**src/rtl/keyentry_fsm_if.sv**
```systemverilog
// keyentry_fsm_if: signal bundle between the keypad/button front end and
// the key-entry control FSM.
//   one_second    : once-per-second single-cycle pulse
//   key           : debounced keypad code (NOKEY when released)
//   alarm_button  : level, high while pressed
//   time_button   : level, high while pressed
//   shift         : one-cycle strobe into the key shift register
//   show_new_time : display shows the key buffer
//   show_a        : display shows the alarm time
//   load_new_a    : one-cycle strobe, key buffer -> alarm register
//   load_new_c    : one-cycle strobe, key buffer -> time counter
// master = stimulus/front-end side, slave = the FSM.
interface keyentry_fsm_if;
    logic       one_second;
    logic [3:0] key;
    logic       alarm_button;
    logic       time_button;
    logic       shift;
    logic       show_new_time;
    logic       show_a;
    logic       load_new_a;
    logic       load_new_c;

    modport master (
        output one_second, key, alarm_button, time_button,
        input  shift, show_new_time, show_a, load_new_a, load_new_c
    );

    modport slave (
        input  one_second, key, alarm_button, time_button,
        output shift, show_new_time, show_a, load_new_a, load_new_c
    );
endinterface

```
**src/rtl/keyentry_fsm.sv**
```systemverilog
// keyentry_fsm: Moore control FSM in front of the 4-digit key shift
// register. Issues exactly one shift per key press, drives the display
// select and the alarm/time load strobes, and abandons key entry after
// TIMEOUT_SEC one_second pulses of inactivity.
// Ports:
//   clock : rising-edge system clock
//   reset : asynchronous, active-high; forces SHOW_TIME, clears the timer
//   kif   : keyentry_fsm_if.slave (inputs key/buttons/one_second,
//           registered outputs shift/show_new_time/show_a/load_new_a/c)
module keyentry_fsm #(
    parameter logic [3:0] NOKEY       = 4'd10,
    parameter int         TIMEOUT_SEC = 10
) (
    input  logic           clock,
    input  logic           reset,
    keyentry_fsm_if.slave  kif
);

    localparam logic [3:0] TIMEOUT_VAL = 4'(TIMEOUT_SEC);

    typedef enum logic [2:0] {
        SHOW_TIME        = 3'd0,
        KEY_STORED       = 3'd1,
        KEY_WAITED       = 3'd2,
        KEY_ENTRY        = 3'd3,
        SHOW_ALARM       = 3'd4,
        SET_ALARM_TIME   = 3'd5,
        SET_CURRENT_TIME = 3'd6
    } state_t;

    state_t     state_q, state_d;
    logic [3:0] timer_q, timer_d;
    logic       shift_q, shift_d;
    logic       show_new_time_q, show_new_time_d;
    logic       show_a_q, show_a_d;
    logic       load_new_a_q, load_new_a_d;
    logic       load_new_c_q, load_new_c_d;
    logic       timeout;
    logic       key_pressed;

    // Codes 11-15 count as presses: only NOKEY means "released".
    assign key_pressed = (kif.key != NOKEY);
    assign timeout     = (timer_q == TIMEOUT_VAL);

    always_comb begin
        state_d = state_q;
        timer_d = '0;

        // The timer only runs while waiting for key activity; every other
        // state (KEY_STORED included) clears it, so each key restarts it.
        if (state_q == KEY_WAITED || state_q == KEY_ENTRY) begin
            timer_d = (kif.one_second && !timeout) ? timer_q + 4'd1 : timer_q;
        end

        case (state_q)
            SHOW_TIME: begin
                if (kif.alarm_button)  state_d = SHOW_ALARM;
                else if (key_pressed)  state_d = KEY_STORED;
            end
            KEY_STORED: state_d = KEY_WAITED;
            KEY_WAITED: begin
                // A held key never re-shifts: must see NOKEY first.
                if (!key_pressed)      state_d = KEY_ENTRY;
                else if (timeout)      state_d = SHOW_TIME;
            end
            KEY_ENTRY: begin
                // Buttons outrank keys; alarm outranks time.
                if (kif.alarm_button)     state_d = SET_ALARM_TIME;
                else if (kif.time_button) state_d = SET_CURRENT_TIME;
                else if (timeout)         state_d = SHOW_TIME;
                else if (key_pressed)     state_d = KEY_STORED;
            end
            SHOW_ALARM: begin
                if (!kif.alarm_button) state_d = SHOW_TIME;
            end
            SET_ALARM_TIME:   state_d = SHOW_TIME;
            SET_CURRENT_TIME: state_d = SHOW_TIME;
            default:          state_d = SHOW_TIME;
        endcase

        // Outputs are decoded from the next state and registered, so they
        // always equal the decode of state_q with no input-to-output path.
        shift_d         = (state_d == KEY_STORED);
        show_new_time_d = (state_d == KEY_STORED) || (state_d == KEY_WAITED) ||
                          (state_d == KEY_ENTRY);
        show_a_d        = (state_d == SHOW_ALARM);
        load_new_a_d    = (state_d == SET_ALARM_TIME);
        load_new_c_d    = (state_d == SET_CURRENT_TIME);
    end

    always_ff @(posedge clock or posedge reset) begin
        if (reset) begin
            state_q         <= SHOW_TIME;
            timer_q         <= '0;
            shift_q         <= 1'b0;
            show_new_time_q <= 1'b0;
            show_a_q        <= 1'b0;
            load_new_a_q    <= 1'b0;
            load_new_c_q    <= 1'b0;
        end else begin
            state_q         <= state_d;
            timer_q         <= timer_d;
            shift_q         <= shift_d;
            show_new_time_q <= show_new_time_d;
            show_a_q        <= show_a_d;
            load_new_a_q    <= load_new_a_d;
            load_new_c_q    <= load_new_c_d;
        end
    end

    assign kif.shift         = shift_q;
    assign kif.show_new_time = show_new_time_q;
    assign kif.show_a        = show_a_q;
    assign kif.load_new_a    = load_new_a_q;
    assign kif.load_new_c    = load_new_c_q;

endmodule

```
**src/flat_wrapper.sv**
```systemverilog
// flat-port wrapper written by rule: the top's interface ports become plain ports
module keyentry_fsm_flat 
#(
    parameter logic [3:0] NOKEY       = 4'd10,
    parameter int         TIMEOUT_SEC = 10
)
  (clock, reset, kif_one_second, kif_key, kif_alarm_button, kif_time_button, kif_shift, kif_show_new_time, kif_show_a, kif_load_new_a, kif_load_new_c);
  keyentry_fsm_if kif_i ();
  input  logic clock;
  input  logic reset;
  input wire logic [$bits(kif_i.one_second)-1:0] kif_one_second;
  input wire logic [$bits(kif_i.key)-1:0] kif_key;
  input wire logic [$bits(kif_i.alarm_button)-1:0] kif_alarm_button;
  input wire logic [$bits(kif_i.time_button)-1:0] kif_time_button;
  output wire logic [$bits(kif_i.shift)-1:0] kif_shift;
  output wire logic [$bits(kif_i.show_new_time)-1:0] kif_show_new_time;
  output wire logic [$bits(kif_i.show_a)-1:0] kif_show_a;
  output wire logic [$bits(kif_i.load_new_a)-1:0] kif_load_new_a;
  output wire logic [$bits(kif_i.load_new_c)-1:0] kif_load_new_c;
  assign kif_i.one_second = kif_one_second;
  assign kif_i.key = kif_key;
  assign kif_i.alarm_button = kif_alarm_button;
  assign kif_i.time_button = kif_time_button;
  assign kif_shift = kif_i.shift;
  assign kif_show_new_time = kif_i.show_new_time;
  assign kif_show_a = kif_i.show_a;
  assign kif_load_new_a = kif_i.load_new_a;
  assign kif_load_new_c = kif_i.load_new_c;
  keyentry_fsm #(.NOKEY(NOKEY), .TIMEOUT_SEC(TIMEOUT_SEC)) u_core (.clock(clock), .reset(reset), .kif(kif_i));
endmodule
```
**config.mk**
```make
export PLATFORM = sky130hd
export DESIGN_NAME = keyentry_fsm_flat
export DESIGN_NICKNAME = d
export VERILOG_FILES = /design/src/rtl/keyentry_fsm_if.sv /design/src/rtl/keyentry_fsm.sv /design/src/flat_wrapper.sv
export SDC_FILE = /design/constraint.sdc
export NUM_CORES = 1
export LEC_CHECK = 0
export ABC_CLOCK_PERIOD_IN_PS = 2050
export BUFFER_PORTS_ARGS = -buffer_cell sky130_fd_sc_hd__buf_2
export CAP_MARGIN = 20
export CORE_AREA = 3 3 40 42
export DETAILED_ROUTE_END_ITERATION = 6
export DIE_AREA = 0 0 43 45
export PLACE_DENSITY = 0.65
export SLEW_MARGIN = 20
export SYNTH_ARGS = -nofsm -noshare
export SYNTH_HDL_FRONTEND = slang
export SYNTH_SLANG_ARGS = --single-unit
```
**constraint.sdc**
```tcl
create_clock -name clock -period 2.05 [get_ports clock]
set_input_delay 0.41 -clock clock [delete_from_list [all_inputs] [get_ports clock]]
set_output_delay 0.41 -clock clock [all_outputs]
set_load 0.02 [all_outputs]
```
# Word level (Yosys, flattened, before mapping)
# Index checks and enable logic that the tools add are counted.
dict set report totals {
  reg_bits 12
  input_bits 9
  out_inout_bits 5
  wordCells 38
}
dict set report op_classes {
  add_sub_neg 1
  eq_ne 13
  muxes 11
  reduce_logical 6
}
# op count
set op_table {}
lappend op_table {{two-way mux 3 bit} 8}
lappend op_table {{one-hot mux 3 bit (5 select lines)} 1}
lappend op_table {{== test 3 x 2 -> 1 bit (second input constant)} 4}
lappend op_table {{== test 3 bit (second input constant)} 4}
lappend op_table {{two-way mux 4 bit} 2}
lappend op_table {{== test 3 x 1 -> 1 bit (second input constant)} 2}
lappend op_table {{adder 4 x 1 -> 4 bit (second input constant)} 1}
lappend op_table {{== test 4 bit (second input constant)} 1}
lappend op_table {{inequality test 4 bit (second input constant)} 1}
lappend op_table {{logical NOT 3 bit} 1}
lappend op_table {{logical OR 1 bit} 3}
lappend op_table {{inequality test 2 bit (second input constant)} 1}
lappend op_table {{logical AND 1 bit} 1}
lappend op_table {{logical NOT 1 bit} 1}

# Depth between registers and ports, before layout
dict set report depth {
  ltp_word 9
  depth_mapped 6
  depth_no_buf 6
}

# Worst setup path after synthesis
# No wires, ideal clock.
dict set report synth_timing {
  path_kind {register -> register}
  start {register u_core.timer_q[0]}
  end {register u_core.shift_q (netlist: u_core.kif.shift)}
  setup_ns 0.131
  arrival_ns 1.428
  t_required_ns 1.919
  setup_slack_ns 0.491
  stages_incl_launch_ff 7
  path_buffers 0
  period_less_slack_ns 1.559
  path_cell_list {dfrtp_1 > inv_1 > ha_1 > and3b_1 > or4_4 > nand3_2 > nor3_1}
}
dict set report synth_between {
  elab_chain_len 6
}
# item line_no
set synth_rtl {}
lappend synth_rtl {{start, declared} keyentry_fsm.sv:32} ;# logic [3:0] timer_q, timer_d;
lappend synth_rtl {{start signal, assigned} keyentry_fsm.sv:102} ;# timer_q <= timer_d;
lappend synth_rtl {{== test 4 bit (*)} keyentry_fsm.sv:43} ;# assign timeout = (timer_q == TIMEOUT_VAL);
lappend synth_rtl {{two-way mux 3 bit} keyentry_fsm.sv:70} ;# else if (timeout) state_d = SHOW_TIME;
lappend synth_rtl {{two-way mux 3 bit} keyentry_fsm.sv:69} ;# else if (kif.time_button) state_d = SET_CURRENT_TIME;
lappend synth_rtl {{two-way mux 3 bit} keyentry_fsm.sv:68} ;# if (kif.alarm_button) state_d = SET_ALARM_TIME;
lappend synth_rtl {{one-hot mux 3 bit (5 select lines) (*)} keyentry_fsm.sv:55} ;# case (state_q)
lappend synth_rtl {{named net u_core.state_d[1]} keyentry_fsm.sv:31} ;# state_t state_q, state_d;
lappend synth_rtl {{== test 3 x 1 -> 1 bit (*)} keyentry_fsm.sv:83} ;# shift_d = (state_d == KEY_STORED);
lappend synth_rtl {{named net u_core.shift_d} keyentry_fsm.sv:33} ;# logic shift_q, shift_d;
lappend synth_rtl {{end signal, assigned} keyentry_fsm.sv:103} ;# shift_q <= shift_d;
lappend synth_rtl {{end, declared} keyentry_fsm.sv:33}
# The timed path passes the listed nets; every way through them passes the cells marked *.
# A chain may end at the register's enable or synchronous reset.

# Worst setup path after layout
# Same ends and word-level chain as after synthesis.

==> qor.csv <==
stage,metric,value,unit
clock_tree,Clock transition at path regs,70,ps
sta,Slew HR,70.9,%
sta,fmax,0.608,GHz
worst_setup_path,WP data arrival,1790,ps
layout,FILL cells,120,
drt,DRC,0,
drt,DRT antenna net count,0,
status,status,"complete, no violations",
floorplanning,die area,0.00194,sq mm
sta,final setup fails,0,
clock_tree,clk sinks,12,
layout,antenna cell count,0,
layout,Multi-input gate area,278,sq um
yosys,Mapped Area,608,sq um
yosys,Mapped Nets,69,
clock_tree,Post-CTS Setup Bufs,0,
global_routing,global route total overflow,0,
worst_setup_path,critical-path maximum fanout,5,
power,Lkg Pwr,0.355,nW
placement,RD Place Congestion,0.791,
power,Worst IR Drop VDD,0.000519,V
placement,dpl hpwl,860,um
worst_setup_path,"delay-heaviest family, CP",simple AND/OR/NAND/NOR gates,
drt,via count,463,
global_routing,routing usage on met1,15.6,%
layout,"non-filler cells, final",88,
sta,Min Hold Slack,132,ps
yosys,Mapped Cells,58,
layout,layout cells sized above 1,27.4,%
placement,Post-Place Cells,85,
sta,fin crit share,80.2,%
sta,Clock Skews,0.744,ps
global_routing,met2 Usage GRT,22.2,%
drt,drt first pass iters,4,
drt,drt wl/cell,12.6,um
floorplanning,die span in y,45,um
clock_tree,"Clk Latency, worst-skew pair",260,ps
yosys,sequential area share after synthesis,49.4,%
layout,area grow syn2layout,15.6,%
layout,Reg area,300,sq um
power,pwr dens,1080,mW/mm^2
worst_setup_path,critical path required time,2190,ps
yosys,Synth warnings,0,
worst_setup_path,CP max-delay cell,or4_4,
clock_tree,TritonCTS buffer count,3,
power,Pwr Total,0.758,mW
clock_tree,CTS H-tree depth,1,
yosys,"flops & latches, synth",12,
drt,initial drt markers,6,
floorplanning,core area,0.00128,sq mm
layout,fin util,54.7,%
global_routing,most used routing layer,met2,
floorplanning,Initial Utilization,47.3,%
sta,min Tclk post-route,1640,ps
global_routing,initial antenna violation count,0,
flow_run,max cap viols,0,
worst_setup_path,crit path buf inv count,1,
global_routing,met3 usage,5.18,%
clock_tree,clk buf depth,2,
clock_tree,clk root buf,clkbuf_4,
hold_path,HP Class,in -> async,
worst_setup_path,crit path launch type,flip-flop,
sta,post-route setup TNS,0,ps
sta,Final Hold Viols,0,
drt,Vias/cell,5.26,
global_routing,vias in the first global route,465,
worst_setup_path,worst-path cell chain,inv_1 -> ha_1 -> and3b_1 -> or4_4 -> nand3_2 -> nor3_1,
worst_setup_path,Critical Path End Type,flip-flop,
clock_tree,post-CTS sizing,0,
drt,Routed WL,1.11,mm
floorplanning,DIE WIDTH,43,um
layout,Nets,86,
worst_setup_path,critical path class,reg -> reg,
floorplanning,I/O Pins,14,
worst_setup_path,max incr delay on CP,490,ps
global_routing,gr usage total,13.3,%
floorplanning,row count,13,
yosys,number of distinct library cells after synthesis,27,
yosys,Syn Area/Cell,10.5,sq um
global_routing,global-route wire length before repair,1.93,mm
sta,RSZ-0062 raised after global routing,false,
clock_tree,number of hold buffers added after cts,0,
global_routing,largest net degree at the start of global routing,13,
sta,final max-slew violation count,0,
sta,pin slew with the least headroom to its limit,437,ps
clock_tree,CTS tree,built,
placement,Port Buf Inserts,13,
==> cell usage after synthesis (all sizes together) <==
cell | number | share of area, %
a211o | 1 | 1.6
a21oi | 3 | 2.5
a2bb2oi | 1 | 1.4
a311oi | 1 | 1.4
a31oi | 1 | 1.0
and3 | 1 | 1.0
and3b | 1 | 1.4
buf | 1 | 1.9
dfrtp | 12 | 49
ha | 2 | 4.1
inv | 5 | 3.1
nand2 | 3 | 1.9
nand2b | 1 | 2.3
nand3 | 2 | 2.5
nand3b | 1 | 1.2
nand4 | 1 | 1.0
nand4bb | 1 | 1.9
nor2 | 4 | 2.5
nor2b | 3 | 3.1
nor3 | 3 | 2.5
nor3b | 1 | 1.2
o21ai | 3 | 2.5
o21bai | 2 | 2.5
or4 | 1 | 1.9
xnor2 | 1 | 1.4
xor2 | 2 | 2.9
==> per-layer routing <==
metal	up-vias	wire length [um]
met5	-	0
met4	0	0
met3	0	44
met2	6	533
met1	221	530
li1	236	-
==> state kept, by name, indices dropped and copies added (netlist names) <==
signal                    flops
u_core.kif.load_new_c         1
u_core.state_q                3
u_core.kif.shift              1
u_core.timer_q                4
u_core.kif.show_new_time      1
u_core.kif.load_new_a         1
u_core.kif.show_a             1
==> cells in the final DEF, fill, tap and decap left out <==
cell type and n:
buf_2 13, dfrtp_1 12, inv_1 5, nor2_1 4, nand2_1 3, a21oi_1 3
nor2b_1 3, o21ai_0 3, nor3_1 3, clkbuf_4 3, o21bai_1 2, xor2_1 2
ha_1 2, nand2b_4 1, nand3b_1 1, xnor2_1 1, a311oi_1 1, and3b_1 1
nand4bb_1 1, a211o_2 1, or4_4 1, nand3_2 1, and3_1 1, a2bb2oi_1 1
a31oi_1 1, nor3b_1 1, nand4_1 1, nand3_1 1
==> metrics by stage <==
stage | setup slack, ps | instance area (sq um)
finish | 405 | 703
CTS | 406 | 703
global placement | 431 | 681
floorplan | 491 | 608
global route | 309 | 703
detailed placement | 416 | 681
==> final timing paths <==
check	from	to	slack, ps	cells after the start
max	u_core.timer_q[0]	u_core.kif.shift	410	6
min	reset	u_core.kif.shift	130	2
max reg2reg	u_core.timer_q[0]	u_core.kif.shift	410	6
min reg2reg	u_core.timer_q[3]	u_core.timer_q[3]	570	2
max in group asynchronous	reset	u_core.kif.load_new_c	1620	2
min in group clock	kif_one_second	u_core.timer_q[1]	390	2
==> cell type report <==
cell class | count | share of cell area [%]
clock buffers | 3 | 3.20
inverters | 5 | 2.67
multi-input cells | 40 | 39.5
flip-flops and latches | 12 | 42.7
repair buffers | 13 | 9.25
well taps | 15 | 2.67
==> kinds of logic after synthesis <==
family / count (synthesis) / share of synthesized area, %
compound gates: 12 / 13.0
xor+xnor: 3 / 4.32
fa+ha+maj: 2 / 4.11
buf+inv: 6 / 4.94
flops: 12 / 49.4
simple gates: 23 / 24.3
==> power by group <==
part           internal (mW)  switching, mW
Combinational          0.116          0.162
Clock                 0.0678         0.0715
Sequential             0.298         0.0427
Total                  0.481          0.277
Note: power is estimated with default switching activity, not from simulation.
